===== src/rtl/one_hot_scan_decoder.sv =====
// one_hot_scan_decoder
// Registered one-hot decoder with a direct mode (decode sel) and an auto-scan
// mode that walks a single asserted bit across all OUT_W positions, holding
// each position for dwell+1 cycles and pulsing wrap on the roll back to 0.
// The operating state is chosen afresh at every edge from en/mode; the
// previous state only matters for telling a SCAN entry from a SCAN continuation.

module one_hot_scan_decoder #(
   parameter  int unsigned SEL_W   = 4,
   parameter  int unsigned DWELL_W = 8,
   localparam int unsigned OUT_W   = 2**SEL_W
) (
   input  logic               clk,
   input  logic               rst_n,
   input  logic               en,
   input  logic               mode,
   input  logic [SEL_W-1:0]   sel,
   input  logic [DWELL_W-1:0] dwell,
   output logic [OUT_W-1:0]   out,
   output logic [SEL_W-1:0]   idx,
   output logic               wrap
);

   typedef enum logic [1:0] {
      ST_IDLE   = 2'd0,
      ST_DIRECT = 2'd1,
      ST_SCAN   = 2'd2
   } state_t;

   // Registered state and outputs
   state_t             r_state;
   logic [OUT_W-1:0]   r_out;
   logic [SEL_W-1:0]   r_idx;
   logic [DWELL_W-1:0] r_cnt;
   logic               r_wrap;

   // Next-state values
   state_t             w_state_nxt;
   logic [OUT_W-1:0]   w_out_nxt;
   logic [SEL_W-1:0]   w_idx_nxt;
   logic [DWELL_W-1:0] w_cnt_nxt;
   logic               w_wrap_nxt;

   // Helper terms
   logic [SEL_W-1:0]   w_idx_inc;
   logic               w_cnt_zero;
   logic               w_idx_last;
   logic               w_scan_entry;

   // Single-bit decode of an index; the result is always exactly one-hot.
   function automatic logic [OUT_W-1:0] f_decode(input logic [SEL_W-1:0] i_sel);
      logic [OUT_W-1:0] v;
      v        = '0;
      v[i_sel] = 1'b1;
      return v;
   endfunction

   // The SEL_W-bit increment wraps naturally, giving idx+1 modulo OUT_W.
   assign w_idx_inc    = r_idx + SEL_W'(1);
   assign w_cnt_zero   = (r_cnt == '0);
   assign w_idx_last   = (r_idx == '1);
   assign w_scan_entry = (r_state != ST_SCAN);

   // Next-state selection and per-state datapath updates
   always_comb begin
      w_state_nxt = ST_IDLE;
      w_out_nxt   = r_out;
      w_idx_nxt   = r_idx;
      w_cnt_nxt   = r_cnt;
      w_wrap_nxt  = 1'b0;

      if (en) begin
         w_state_nxt = mode ? ST_SCAN : ST_DIRECT;
      end

      case (w_state_nxt)
         ST_IDLE: begin
            // idx and dwell counter are held so a later scan resumes in place
            w_out_nxt = '0;
         end
         ST_DIRECT: begin
            w_out_nxt = f_decode(sel);
            w_idx_nxt = sel;
         end
         ST_SCAN: begin
            if (w_scan_entry) begin
               // A state change always wins over a pending advance: entering
               // SCAN re-asserts the held idx and starts a full dwell.
               w_out_nxt = f_decode(r_idx);
               w_cnt_nxt = dwell;
            end else if (!w_cnt_zero) begin
               w_cnt_nxt = r_cnt - DWELL_W'(1);
            end else begin
               w_idx_nxt  = w_idx_inc;
               w_out_nxt  = f_decode(w_idx_inc);
               w_cnt_nxt  = dwell;
               w_wrap_nxt = w_idx_last;
            end
         end
         default: begin
            w_out_nxt = '0;
         end
      endcase
   end

   // State and output registers with synchronous active-low reset
   always_ff @(posedge clk) begin
      if (!rst_n) begin
         r_state <= ST_IDLE;
         r_out   <= '0;
         r_idx   <= '0;
         r_cnt   <= '0;
         r_wrap  <= 1'b0;
      end else begin
         r_state <= w_state_nxt;
         r_out   <= w_out_nxt;
         r_idx   <= w_idx_nxt;
         r_cnt   <= w_cnt_nxt;
         r_wrap  <= w_wrap_nxt;
      end
   end

   assign out  = r_out;
   assign idx  = r_idx;
   assign wrap = r_wrap;

endmodule


===== config.mk =====
export PLATFORM = sky130hd
export DESIGN_NAME = one_hot_scan_decoder
export DESIGN_NICKNAME = d
export VERILOG_FILES = /design/src/rtl/one_hot_scan_decoder.sv
export SDC_FILE = /design/constraint.sdc
export NUM_CORES = 1
export LEC_CHECK = 0
export BUFFER_PORTS_ARGS = -buffer_cell sky130_fd_sc_hd__buf_2
export CORE_MARGIN = 2
export CORE_UTILIZATION = 40
export DETAILED_ROUTE_END_ITERATION = 10
export GPL_TIMING_DRIVEN = 0
export PLACE_DENSITY = 0.64
export SYNTH_ARGS = -nofsm -noshare
export SYNTH_HDL_FRONTEND = slang
export SYNTH_SLANG_ARGS = --single-unit

===== constraint.sdc =====
create_clock -name clk -period 1.7 [get_ports clk]
set_clock_uncertainty 0.05 [all_clocks]
set_input_delay 0.34 -clock clk [delete_from_list [all_inputs] [get_ports clk]]
set_output_delay 0.34 -clock clk [all_outputs]
set_load 0.02 [all_outputs]

### After elaboration in Yosys (flattened, before gate mapping)

Cells that the tools add are included.
W data, S select, Z words.

* order comparisons: 6
* $add $sub $neg: 2
* equal/unequal tests: 7
* reductions and logical operators: 7
* multiplexer cells: 16
* bitwise logic cells: 3

Operator list (number)
* $mux W16: 2
* $pmux W16 S2: 1
* $mux W8: 2
* $lt A4 B5 Y1 const B: 3
* $demux W1 S4: 3
* $ge A4 B1 Y1 const B: 3
* $logic_not A8 Y1: 1
* $mux W4: 2
* $pmux W4 S2: 1
* $sub A8 B1 Y8 const B: 1
* $ne A2 B2 Y1 const B: 3
* $add A4 B1 Y4 const B: 1
* $eq A4 B4 Y1 const B: 1
* $mux W2: 2
* $reduce_or A4 Y1: 1
* $logic_and A1 B1 Y1: 3
* $mux W1: 3
* $ne A3 B3 Y1 const B: 1
* $not A1 Y1: 3
* $reduce_and A3 Y1: 1
* $eq A2 B1 Y1 const B: 1
* $eq A2 B2 Y1 const B: 1
* $reduce_bool A2 Y1: 1

* register bits after elaboration: 31
* input port bits: 16

### Longest topological paths before layout

* word-level depth: 8
* depth in mapped cells: 9

### Least setup slack after synthesis

Ideal clock, no wire load.

* path type: flip-flop to flip-flop
* from: register r_cnt[0]
* to: register r_cnt[5]
* arrival: 1.754 ns
* cell stages (with the launch flop): 9
* required time: 1.530 ns
* library setup time: 0.120 ns
* setup slack: -0.224 ns
* cell sequence: dfxtp_1 inv_1 ha_1 or4b_4 or2_1 buf_6 nand2_4 nor4_1 o31a_1

* word-level cells in the longest chain between the ends: 3

RTL lines
* from (decl): line 34 `logic [DWELL_W-1:0] r_cnt;`
* from (signal assigned): line 118 `r_cnt <= w_cnt_nxt;`
* $sub A8 B1 Y8 or $logic_not A8 Y1 (tied branches): line 92, 60
* $mux W8 (*): line 91 `end else if (!w_cnt_zero) begin`
* $mux W8 (*): line 86 `if (w_scan_entry) begin`

Mark *: on every way between the ends. The rest lies on a longest branch, timed or not.
A chain may end at the register's enable or synchronous reset.

### Worst setup path in the final report

* from: register r_cnt[1]
* to: register r_out[14] (netlist: out[14])

* word-level cells in the longest chain between the ends: 2

RTL lines
* $logic_not A8 Y1: line 60 `assign w_cnt_zero = (r_cnt == '0);`
* $ne A3 B3 Y1 (no source line)
* to (signal assigned): line 116 `r_out <= w_out_nxt;`
* to (decl): line 32 `logic [OUT_W-1:0] r_out;`

No other way between the ends.

==> flow_summary.toml <==
[detailed_routing]
drtAntennaViolNets = 0
num_vias = 2461
drt_drc_violations_left = 0
drt_iter0_markers = 296
viasPerCell = 6.03
drt_pass1_iterations = 5
wl_per_cell_um = 17.8
wl_um = 7250

[power]
p_seq_share_pct = 39.2
power_switching_mw = 0.641
intPower_mw = 1.34
power_density_nw_per_um2 = 685
p_total_mw = 1.98
combPwrFrac_pct = 27.0
vdd_drop_max_v = 0.000299
p_clk_share_pct = 33.8
p_leak_nw = 1.09
sw_frac_of_total_pct = 32.3

[worst_setup_path]
startpoint_type = "flop"
path_delay_family = "simple AND/OR/NAND/NOR gates"
path_cells = "inv_2 > ha_4 > or4b_4 > or2_1 > buf_6 > a31oi_1 > a21oi_1 > o221a_1"
crit_type = "flop to flop"
cpPeakStageDelay_ns = 0.48
crit_arrival_ns = 2.14
required_ns = 1.84
cp_max_fo = 4
crit_slowest_cell = "or4b_4"
crit_buf_inv = 2
end_kind = "flop"

[run_status]
status = "complete, but fails checks"
violations = "setup timing"

[die]
start_util_pct = 41.2
pin_count = 37
die_area_um2 = 5820
die_w_um = 76.3
rows = 26
die_y_um = 76.3
core_area_um2 = 5070

[placement]
gp_congestion = 0.984
place_inst = 384
io_buffers = 35
hpwl_um = 4810

[synthesis]
ys_seq_elements = 31
syn_inst = 279
ys_types = 55
async_flop_share_pct = 0
synth-edff-count = 0
synth_top_cell_by_area = "dfxtp_1"
synth-compound-area-share_pct = 27.7
yosys.area_share.simple_pct = 30.7
yosys.area_share.xor_xnor_pct = 0
synth_mux_area_share_pct = 1.98
synth_top_family_by_area = "simple AND/OR/NAND/NOR gates"
synth_area_per_cell_um2 = 7.49
syn_nets = 301
yosysWarnings = 0
yosysSeqAreaShare_pct = 29.7
yosys-top-cells-area = "dfxtp_1, o21ai_0, a21oi_1"
synthAdderAreaFrac_pct = 3.59
synthDominantCellAreaShare_pct = 29.7
synth-main-ff-cell = "dfxtp_1"
syn_area_um2 = 2090

[layout]
drive_above_1_share_pct = 38.8
n_fill_cell = 475
fin_cells = 408
area_growth_syn_to_layout_pct = 38.4
final_nets = 359
post-route-util_pct = 57.0
diodes = 0

[timing]
slew_headroom_pct = 55.7
setup_slack_ns = -0.302
finalSetupViolCount = 27
grt_setup_unrepaired = "true"
final-max-slew-violation-count = 0
hold-worst-slack_ns = 0.252
fin_tns_setup_ns = -5.12
fmax_mhz = 499
period_share_pct = 118
finalHoldViolCount = 0
fin_crit_ns = 2.00
max_slew.worst_pin.slew_ns = 0.665

[clock_network]
clockBufferDepth = 2
root_buffer = "clkbuf_8"
cts_tree = "yes"
cts.sinks = 31
cts_max_level = 2
numCtsBuffers = 5
insertion_delay_ns = 0.29
holdBufCountCts = 0
path_clk_slew_ns = 0.08

[grt]
grt_pass1_wl_um = 11300
grt_start_max_net_pins = 11
grt_pass1_vias = 2214
antenna_found_initial = 0
gr-usage-all-layers_pct = 24.6
grt_overflow = 0

[job]
drv_cap = 0

[min_path]
hp-class = "primary input to flop"
path summary, 6_finish.rpt:
kind,startpoint,to,slack (ns),cells after the start
max,r_cnt[1],out[14],-0.30,8
min,dwell[1],r_cnt[1],0.25,3
max reg2reg,r_cnt[1],out[14],-0.30,8
min reg2reg,out[4],out[4],0.42,2
synth_stat cells, drive strengths merged (6+ instances only):
| cell | instances |
|---|---|
| dfxtp | 31 |
| nand2 | 28 |
| o21ai | 28 |
| a21oi | 23 |
| nand3 | 15 |
| nor2 | 15 |
| clkbuf | 12 |
| nor3 | 11 |
| a31oi | 9 |
| inv | 9 |
| buf | 8 |
| nand2b | 8 |
| nand4 | 7 |
| ha | 6 |
| nor4 | 6 |
cell usage in the layout, fill, tap and decap left out, types with 8 or more instances in the layout:
cell / synthesis / final
a21oi_1: 23 / 15
a21oi_2: 0 / 8
buf_2: 4 / 37
buf_4: 1 / 14
buf_6: 2 / 8
dfxtp_1: 31 / 24
nand2_1: 27 / 26
nand3_1: 15 / 14
nor2_1: 15 / 9
nor3_1: 11 / 10
o21ai_0: 25 / 10
o21ai_1: 2 / 8
o21ai_2: 1 / 9
worst min-delay path, stage by stage:
cell and delay [ns]:
buf_2 0.08, a211oi_2 0.05, nor2_1 0.08
flip-flops by register name, summed over array words and instances (netlist names):
| name | cells |
|---|---|
| idx | 4 |
| r_cnt | 8 |
| wrap | 1 |
| r_state | 2 |
| out | 16 |
routing by layer:
| metal | vias to the layer above | track usage [%] | share of wire [%] |
|---|---|---|---|
| met3 | 14 | 5.33 | 9.6 |
| met2 | 159 | 37.7 | 45 |
| met4 | 0 | 10.0 | 1.7 |
| li1 | 1158 | - | - |
| met1 | 1130 | 33.6 | 44 |
| met5 | - | 0 | 0 |
through the flow:
stage / setup WS, ns / instance area (um2)
floorplan: -0.199 / 2120
global placement: -0.512 / 2390
detailed placement: -0.509 / 2390
CTS: -0.245 / 2760
global route: -0.345 / 2890
finish: -0.302 / 2890
layout make-up:
type                       count  area, um2  share of cell area (%)
sequential                    31        637                    22.0
multi-input combinational    219       1580                    54.6
tap                           70       87.6                    3.03
timing repair buffer          54        345                    11.9
inverter                       9       36.3                    1.25
clock buffer                   8        100                    3.46
buffer                        17        108                    3.72
power groups by stage:
stage	registers [mW]	clock network, mW	logic (mW)
4_1_cts	0.776	0.679	0.476
2_1_floorplan	0.807	0	0.259
6_report	0.777	0.670	0.535
3_5_place_dp	0.798	0	0.385
5_1_grt	0.781	0.709	0.569
3_3_place_gp	0.796	0	0.384
cells by family after synthesis:
logic type / after synthesis
and+or+nand+nor: 117
AOI/OAI and AO/OA: 92
DFF: 31
buffers and inverters: 29
adders and majority gates: 6
muxes: 4
timing repair:
| item | 4_1_cts | 5_1_grt |
|---|---|---|
| pin swaps | 18 | 13 |
| setup buffers | 14 | 4 |
| cloned | 2 | 0 |
| endpoints found under the setup margin | 29 | 29 |
| resized for setup | 48 | 33 |
Note: power is estimated with default switching activity, not from simulation.
